$ cat src/rtl/parity_pkg.sv
// Shared definitions for the even-parity serial transmitter: FSM encoding and line levels.
package parity_pkg;

    typedef enum logic [2:0] {
        IDLE   = 3'd0,
        START  = 3'd1,
        DATA   = 3'd2,
        PARITY = 3'd3,
        STOP   = 3'd4
    } state_t;

    localparam logic START_BIT  = 1'b0;
    localparam logic STOP_BIT   = 1'b1;
    localparam logic IDLE_LEVEL = 1'b1;

endpackage

$ cat src/rtl/even_parity_serial_tx_baud.sv
// Bit-period timer: tick is high on the last clk cycle of each serial bit period.
module baud_tick_gen #(
    parameter int CLKS_PER_BIT = 4
) (
    input  logic clk,
    input  logic rst,
    input  logic clear,
    output logic tick
);

    localparam int CNT_W = (CLKS_PER_BIT > 1) ? $clog2(CLKS_PER_BIT) : 1;
    localparam logic [CNT_W-1:0] LAST = CNT_W'(CLKS_PER_BIT - 1);

    logic [CNT_W-1:0] r_cnt;

    // clear realigns the period to the accept edge so START lasts a full bit time
    always_ff @(posedge clk or posedge rst) begin
        if (rst) begin
            r_cnt <= '0;
        end else if (clear || tick) begin
            r_cnt <= '0;
        end else begin
            r_cnt <= r_cnt + CNT_W'(1);
        end
    end

    assign tick = (r_cnt == LAST);

endmodule

$ cat src/rtl/even_parity_serial_tx.sv
// Even-parity serial transmitter: valid/ready word in, start/data(LSB first)/parity/stop frame out.
module even_parity_serial_tx
    import parity_pkg::*;
#(
    parameter int DATA_W       = 8,
    parameter int CLKS_PER_BIT = 4
) (
    input  logic              clk,
    input  logic              rst,
    input  logic [DATA_W-1:0] data_in,
    input  logic              data_valid,
    output logic              data_ready,
    output logic              tx_out,
    output logic              parity_out,
    output logic              busy
);

    localparam int IDX_W = (DATA_W > 1) ? $clog2(DATA_W) : 1;
    localparam logic [IDX_W-1:0] LAST_IDX = IDX_W'(DATA_W - 1);

    state_t            r_state;
    logic [DATA_W-1:0] r_shift;
    logic [IDX_W-1:0]  r_bit_idx;
    logic              r_tx;
    logic              r_parity;

    logic              w_accept;
    logic              w_tick;
    logic [DATA_W-1:0] w_shift_next;

    assign w_accept     = data_valid && (r_state == IDLE);
    assign w_shift_next = r_shift >> 1;

    baud_tick_gen #(
        .CLKS_PER_BIT(CLKS_PER_BIT)
    ) u_baud (
        .clk   (clk),
        .rst   (rst),
        .clear (w_accept),
        .tick  (w_tick)
    );

    always_ff @(posedge clk or posedge rst) begin
        if (rst) begin
            r_state   <= IDLE;
            r_shift   <= '0;
            r_bit_idx <= '0;
            r_tx      <= IDLE_LEVEL;
            r_parity  <= 1'b0;
        end else begin
            case (r_state)
                IDLE: begin
                    if (data_valid) begin
                        r_shift   <= data_in;
                        r_parity  <= ^data_in;
                        r_bit_idx <= '0;
                        r_tx      <= START_BIT;
                        r_state   <= START;
                    end
                end
                START: begin
                    if (w_tick) begin
                        r_tx    <= r_shift[0];
                        r_state <= DATA;
                    end
                end
                DATA: begin
                    // tx is loaded with the next bit on the same edge the shift happens
                    if (w_tick) begin
                        if (r_bit_idx == LAST_IDX) begin
                            r_tx    <= r_parity;
                            r_state <= PARITY;
                        end else begin
                            r_shift   <= w_shift_next;
                            r_tx      <= w_shift_next[0];
                            r_bit_idx <= r_bit_idx + IDX_W'(1);
                        end
                    end
                end
                PARITY: begin
                    if (w_tick) begin
                        r_tx    <= STOP_BIT;
                        r_state <= STOP;
                    end
                end
                STOP: begin
                    if (w_tick) begin
                        r_tx     <= IDLE_LEVEL;
                        r_parity <= 1'b0;
                        r_state  <= IDLE;
                    end
                end
                default: begin
                    r_tx    <= IDLE_LEVEL;
                    r_state <= IDLE;
                end
            endcase
        end
    end

    assign data_ready = (r_state == IDLE);
    assign busy       = (r_state != IDLE);
    assign tx_out     = r_tx;
    assign parity_out = r_parity;

endmodule

$ cat config.mk
export PLATFORM = sky130hd
export DESIGN_NAME = even_parity_serial_tx
export DESIGN_NICKNAME = d
export VERILOG_FILES = /design/src/rtl/parity_pkg.sv /design/src/rtl/even_parity_serial_tx_baud.sv /design/src/rtl/even_parity_serial_tx.sv
export SDC_FILE = /design/constraint.sdc
export NUM_CORES = 1
export LEC_CHECK = 0
export BUFFER_PORTS_ARGS = -buffer_cell sky130_fd_sc_hd__clkbuf_2
export CAP_MARGIN = 20
export CELL_PAD_IN_SITES_DETAIL_PLACEMENT = 0
export CELL_PAD_IN_SITES_GLOBAL_PLACEMENT = 1
export CORE_MARGIN = 10
export CORE_UTILIZATION = 25
export DETAILED_ROUTE_END_ITERATION = 10
export HOLD_SLACK_MARGIN = 0.03
export PLACE_DENSITY = 0.55
export SLEW_MARGIN = 20
export SYNTH_ARGS = -nofsm -noshare
export SYNTH_HDL_FRONTEND = slang
export SYNTH_SLANG_ARGS = --single-unit
$ cat constraint.sdc
create_clock -name clk -period 3.8 [get_ports clk]
set_input_delay 0.95 -clock clk [delete_from_list [all_inputs] [get_ports clk]]
set_output_delay 0.95 -clock clk [all_outputs]
set_load 0.02 [all_outputs]
* Yosys cells after proc, flatten, opt, wreduce, memory -nomap -nowiden *
Cells that the tools add are included.

word-level totals
  bits in registers = 18
  logic and storage cells = 59

operators by class
  muxes and demuxes = 25
  eq/ne operators = 14
  reductions and logical operators = 12
  add/sub/neg operators = 2

operator list
  cell                                                   count
  2-to-1 mux 3 bit                                       9
  2-to-1 mux 8 bit                                       3
  case mux 8 bit (2 select lines)                        1
  case mux 3 bit (5 select lines)                        1
  inequality test 2 x 1 -> 1 bit, second input constant  5
  AND reduction 4 bit                                    2
  XOR reduction 8 bit                                    1
  2-to-1 mux 1 bit                                       7
  == test 3 x 2 -> 1 bit, second input constant          2
  == test 3 bit, second input constant                   2
  inequality test 2 bit, second input constant           3
  case mux 3 bit (2 select lines)                        1
  AND reduction 6 bit                                    1
  case mux 1 bit (4 select lines)                        1
  nonzero test 2 bit                                     2
  adder 3 x 1 -> 3 bit, second input constant            1
  == test 3 x 1 -> 1 bit, second input constant          1
  logical NOT 3 bit                                      1
  AND reduction 3 bit                                    1
  nonzero test 3 bit                                     1
  adder 2 x 1 -> 2 bit, second input constant            1
  == test 2 bit, second input constant                   1
  2-to-1 mux 2 bit                                       1
  case mux 1 bit (2 select lines)                        1
  other kinds (3)                                        3

* Depth between registers and ports, before layout *
  depth after elaboration = 4
  gate-level depth with buffers = 7
  mapped depth without buffers = 6

* By module *
From an unflattened synthesis, not the netlist that was laid out.

unflattened totals
  cells, all modules = 98
  area total of the unflattened synthesis = 1,011.0 um^2

by module, submodules not included
  module                 area an instance (um^2)  times used  cells an instance
  even_parity_serial_tx  922.1                    1           92
  baud_tick_gen          88.8                     1           6

* Least setup slack after synthesis *
Ideal clock, no wire load.

  kind = reg2out
  from = register r_state[1]
  to = output port busy
  path buffers = 1
  stages on the path, launching flop included = 4
  arrival = 1.024 ns
  path slack = 1.826 ns
  cell sequence = dfrtp_1 -> buf_4 -> nor3_4 -> inv_1

on the way
  cells in the longest elaborated chain, start to end = 1

ends and longest elaborated chain
  element                   line                          source
  start: declaration        even_parity_serial_tx.sv:21   state_t r_state;
  start signal: assignment  even_parity_serial_tx.sv:45   r_state <= IDLE;
  start signal: assignment  even_parity_serial_tx.sv:58   r_state <= START;
  start signal: assignment  even_parity_serial_tx.sv:64   r_state <= DATA;
  nonzero test 3 bit        even_parity_serial_tx.sv:102  assign busy = (r_state != IDLE);
  end: declaration          even_parity_serial_tx.sv:15   output logic busy

No other way between the ends.

* Worst setup path after layout *
  from = register r_state[0]
  to = output port busy

Same word-level chain as after synthesis.

==> results.sh <==
export IMPL_place_congestion=0.700
export IMPL_cp_slowest_cell="dfrtp_1"
export IMPL_rsz0062_at_grt="false"
export IMPL_worstPathMaxFanout=10
export IMPL_internal_power_mw=0.527
export IMPL_ys_warn_count=0
export IMPL_seqPwrFrac_pct=41.2
export IMPL_grt_pass1_vias=781
export IMPL_io_pins=15
export IMPL_report_final_setup_viol=0
export IMPL_yosysUniqueCellTypes=31
export IMPL_n_fill_cell=439
export IMPL_finalHoldViolations=0
export IMPL_clockBufferDepth=2
export IMPL_cts_resized=0
export IMPL_gr_total_overflow=0
export IMPL_max_stage_delay_ns=0.56
export IMPL_end_kind="output pin"
export IMPL_grt_usage_pct=6.29
export IMPL_p_sw_mw=0.370
export IMPL_post_drt_via_cell_ratio=4.61
export IMPL_finClkSkew_ns=0.00446
export IMPL_die_y_um=86.0
export IMPL_postPlaceCellArea_sq_um=1160
export IMPL_antenna_left=0
export IMPL_finalNetCount=126
export IMPL_fin_crit_sh_pct=60.2
export IMPL_switching_share_pct=41.2
export IMPL_std_cell_rows=23
export IMPL_initial_utilization_pct=26.5
export IMPL_ir_worst_vdd_mv=0.206
export IMPL_cts_tree="done"
export IMPL_synth_cells=99
export IMPL_fmax_ghz=0.437
export IMPL_min_path_type="reg2reg"
export IMPL_maxCapViolations=0
export IMPL_grt_max_degree=23
export IMPL_max_slew_margin_pct=51.5
export IMPL_maxSlewViolCount=0
export IMPL_drt_iter0_drc=47
export IMPL_diodes=0
export IMPL_status="completed"
export IMPL_avgRoutedWirePerCell_um=13.1
export IMPL_port_buffers=14
export IMPL_synth_seq_cells=18
export IMPL_die_area_sq_um=7400
export IMPL_final_area_sq_um=1200
export IMPL_hold_buffers=0
export IMPL_cts_sinks=18
export IMPL_insertion_delay_ns=0.26
export IMPL_power_frac_clock_pct=15.9
export IMPL_synth_area_sq_um=1090
export IMPL_coreArea_sq_um=4120
export IMPL_worstSetupStartpointType="flop"
export IMPL_post_cts_setup_buffer_count=0
export IMPL_arrival_ns=1.34
export IMPL_ys_seq_area_share_pct=41.4
export IMPL_worst_setup_path_type="reg2out"
export IMPL_path_cells="nor3_4 > inv_1 > clkbuf_2"
export IMPL_root_buffer="clkbuf_8"
export IMPL_htreeDepth=1
export IMPL_dp_hpwl_um=1590
export IMPL_cts_made_buffers=3
export IMPL_power_frac_comb_pct=42.9
export IMPL_fin_crit_ns=2.29
export IMPL_grt_first_pass_wirelength_um=3810
export IMPL_worst_slew_pin_slew_ns=0.727
export IMPL_drt_wl_total_um=2110
export IMPL_layout_drive_gt1_share_pct=34.2
export IMPL_fin_tns_setup_ns=0
export IMPL_syn2layout_area_growth_pct=10.4
export IMPL_synth_fp_nets=113
export IMPL_drt_first_pass_iters=3
export IMPL_clkTransAtPathRegs_ns=0.07
export IMPL_critPathRequiredTime_ns=2.85
export IMPL_multi_input_area_sq_um=567
export IMPL_drcViolationCount=0
export IMPL_ff_latch_area_sq_um=452
export IMPL_avgSynthCellArea_sq_um=11.0
export IMPL_leakage_nw=0.555
export IMPL_power_density_nw_per_um2=745
export IMPL_die_width_um=86.0
export IMPL_route_vias_total=743
export IMPL_antenna_found_initial=0
cells in the mapped netlist (all sizes together):
library cell	count	share of area (%)
a211oi	1	0.69
a21o	1	0.80
a21oi	3	1.4
a311oi	1	0.80
and2b	1	0.92
and3b	2	2.1
buf	6	5.9
dfrtp	17	39
dfstp	1	2.4
ha	3	3.4
inv	2	0.69
mux2i	9	8.3
nand2	15	5.9
nand2b	2	1.1
nand3	2	0.92
nand3b	2	1.4
nor2	4	2.9
nor3	3	2.4
nor3b	1	0.69
o21ai	13	10
o22a	1	0.80
o31ai	1	0.69
xnor2	7	5.6
xor2	1	0.80
worst paths after layout:
path                                 start         endpoint  slack (ns)  cells past startpoint
max reg2reg                   r_bit_idx[0]     r_bit_idx[0]        1.88                      6
min in group asynchronous              rst       r_shift[6]        0.78                      2
min reg2reg                u_baud.r_cnt[0]  u_baud.r_cnt[0]        0.44                      1
min                        u_baud.r_cnt[0]  u_baud.r_cnt[0]        0.44                      1
max in group asynchronous              rst       r_state[2]        2.55                      2
max                             r_state[0]             busy        1.51                      3
per-layer routing:
layer / vias to the layer above / wire [um] / track usage [%]
met5: - / 0 / 0
met2: 15 / 974 / 9.47
li1: 369 / - / -
met3: 2 / 158 / 3.60
met1: 357 / 965 / 7.42
met4: 0 / 16 / 1.80
registers in the layout, indices dropped and copies added, names as in the netlist:
| signal | flops |
|---|---|
| tx_out | 1 |
| r_shift | 8 |
| parity_out | 1 |
| r_bit_idx | 3 |
| u_baud.r_cnt | 2 |
| r_state | 3 |
worst max-delay path, delay by kind of cell, from the launching register on:
kind	cells	cell delay (ns)
flops	1	0.56
simple gates	1	0.31
buf+inv	2	0.21
final cells by class:
cell class	instances	share of cell area [%]
clock buffers	4	3.74
inverters	2	0.624
multi-input cells	73	47.1
flip-flops and latches	18	37.5
well taps	50	5.20
repair buffers	14	5.82
placed cells by master (no fill, tap or decap), drive strengths merged, types with 2 or more instances in the layout:
cell and n:
nand2b 2, a21oi 3, nand2 15, nand3 2, nor3 3, ha 3, xnor2 7, inv 2
clkbuf 18, nor2 4, nand3b 2, and3b 2, dfrtp 17, o21ai 13, mux2i 9
through the flow:
step	setup slack [ns]	total power, mW	instances	hold slack [ns]	util (%)
6_report	1.51	0.897	161	0.444	29.2
5_1_grt	1.40	0.980	161	0.470	29.2
4_1_cts	1.48	0.918	161	0.451	29.2
3_5_place_dp	1.52	0.773	157	0.435	28.2
3_3_place_gp	1.53	0.763	157	0.450	28.2
2_1_floorplan	1.83	0.715	99	0.415	-
power groups by stage:
stage / Sequential [mW] / Clock, mW / Combinational, mW
2_1_floorplan: 0.326 / 0 / 0.389
3_3_place_gp: 0.373 / 0 / 0.389
3_5_place_dp: 0.377 / 0 / 0.397
4_1_cts: 0.373 / 0.148 / 0.396
5_1_grt: 0.384 / 0.162 / 0.433
6_report: 0.369 / 0.143 / 0.385
kinds of logic after synthesis:
group	share of synthesized area (%)
xor+xnor	6.43
compound gates	15.6
buf+inv	6.54
flops	41.4
fa+ha+maj	3.44
mux	8.27
simple gates	18.3
Note: power is estimated with default switching activity, not from simulation.
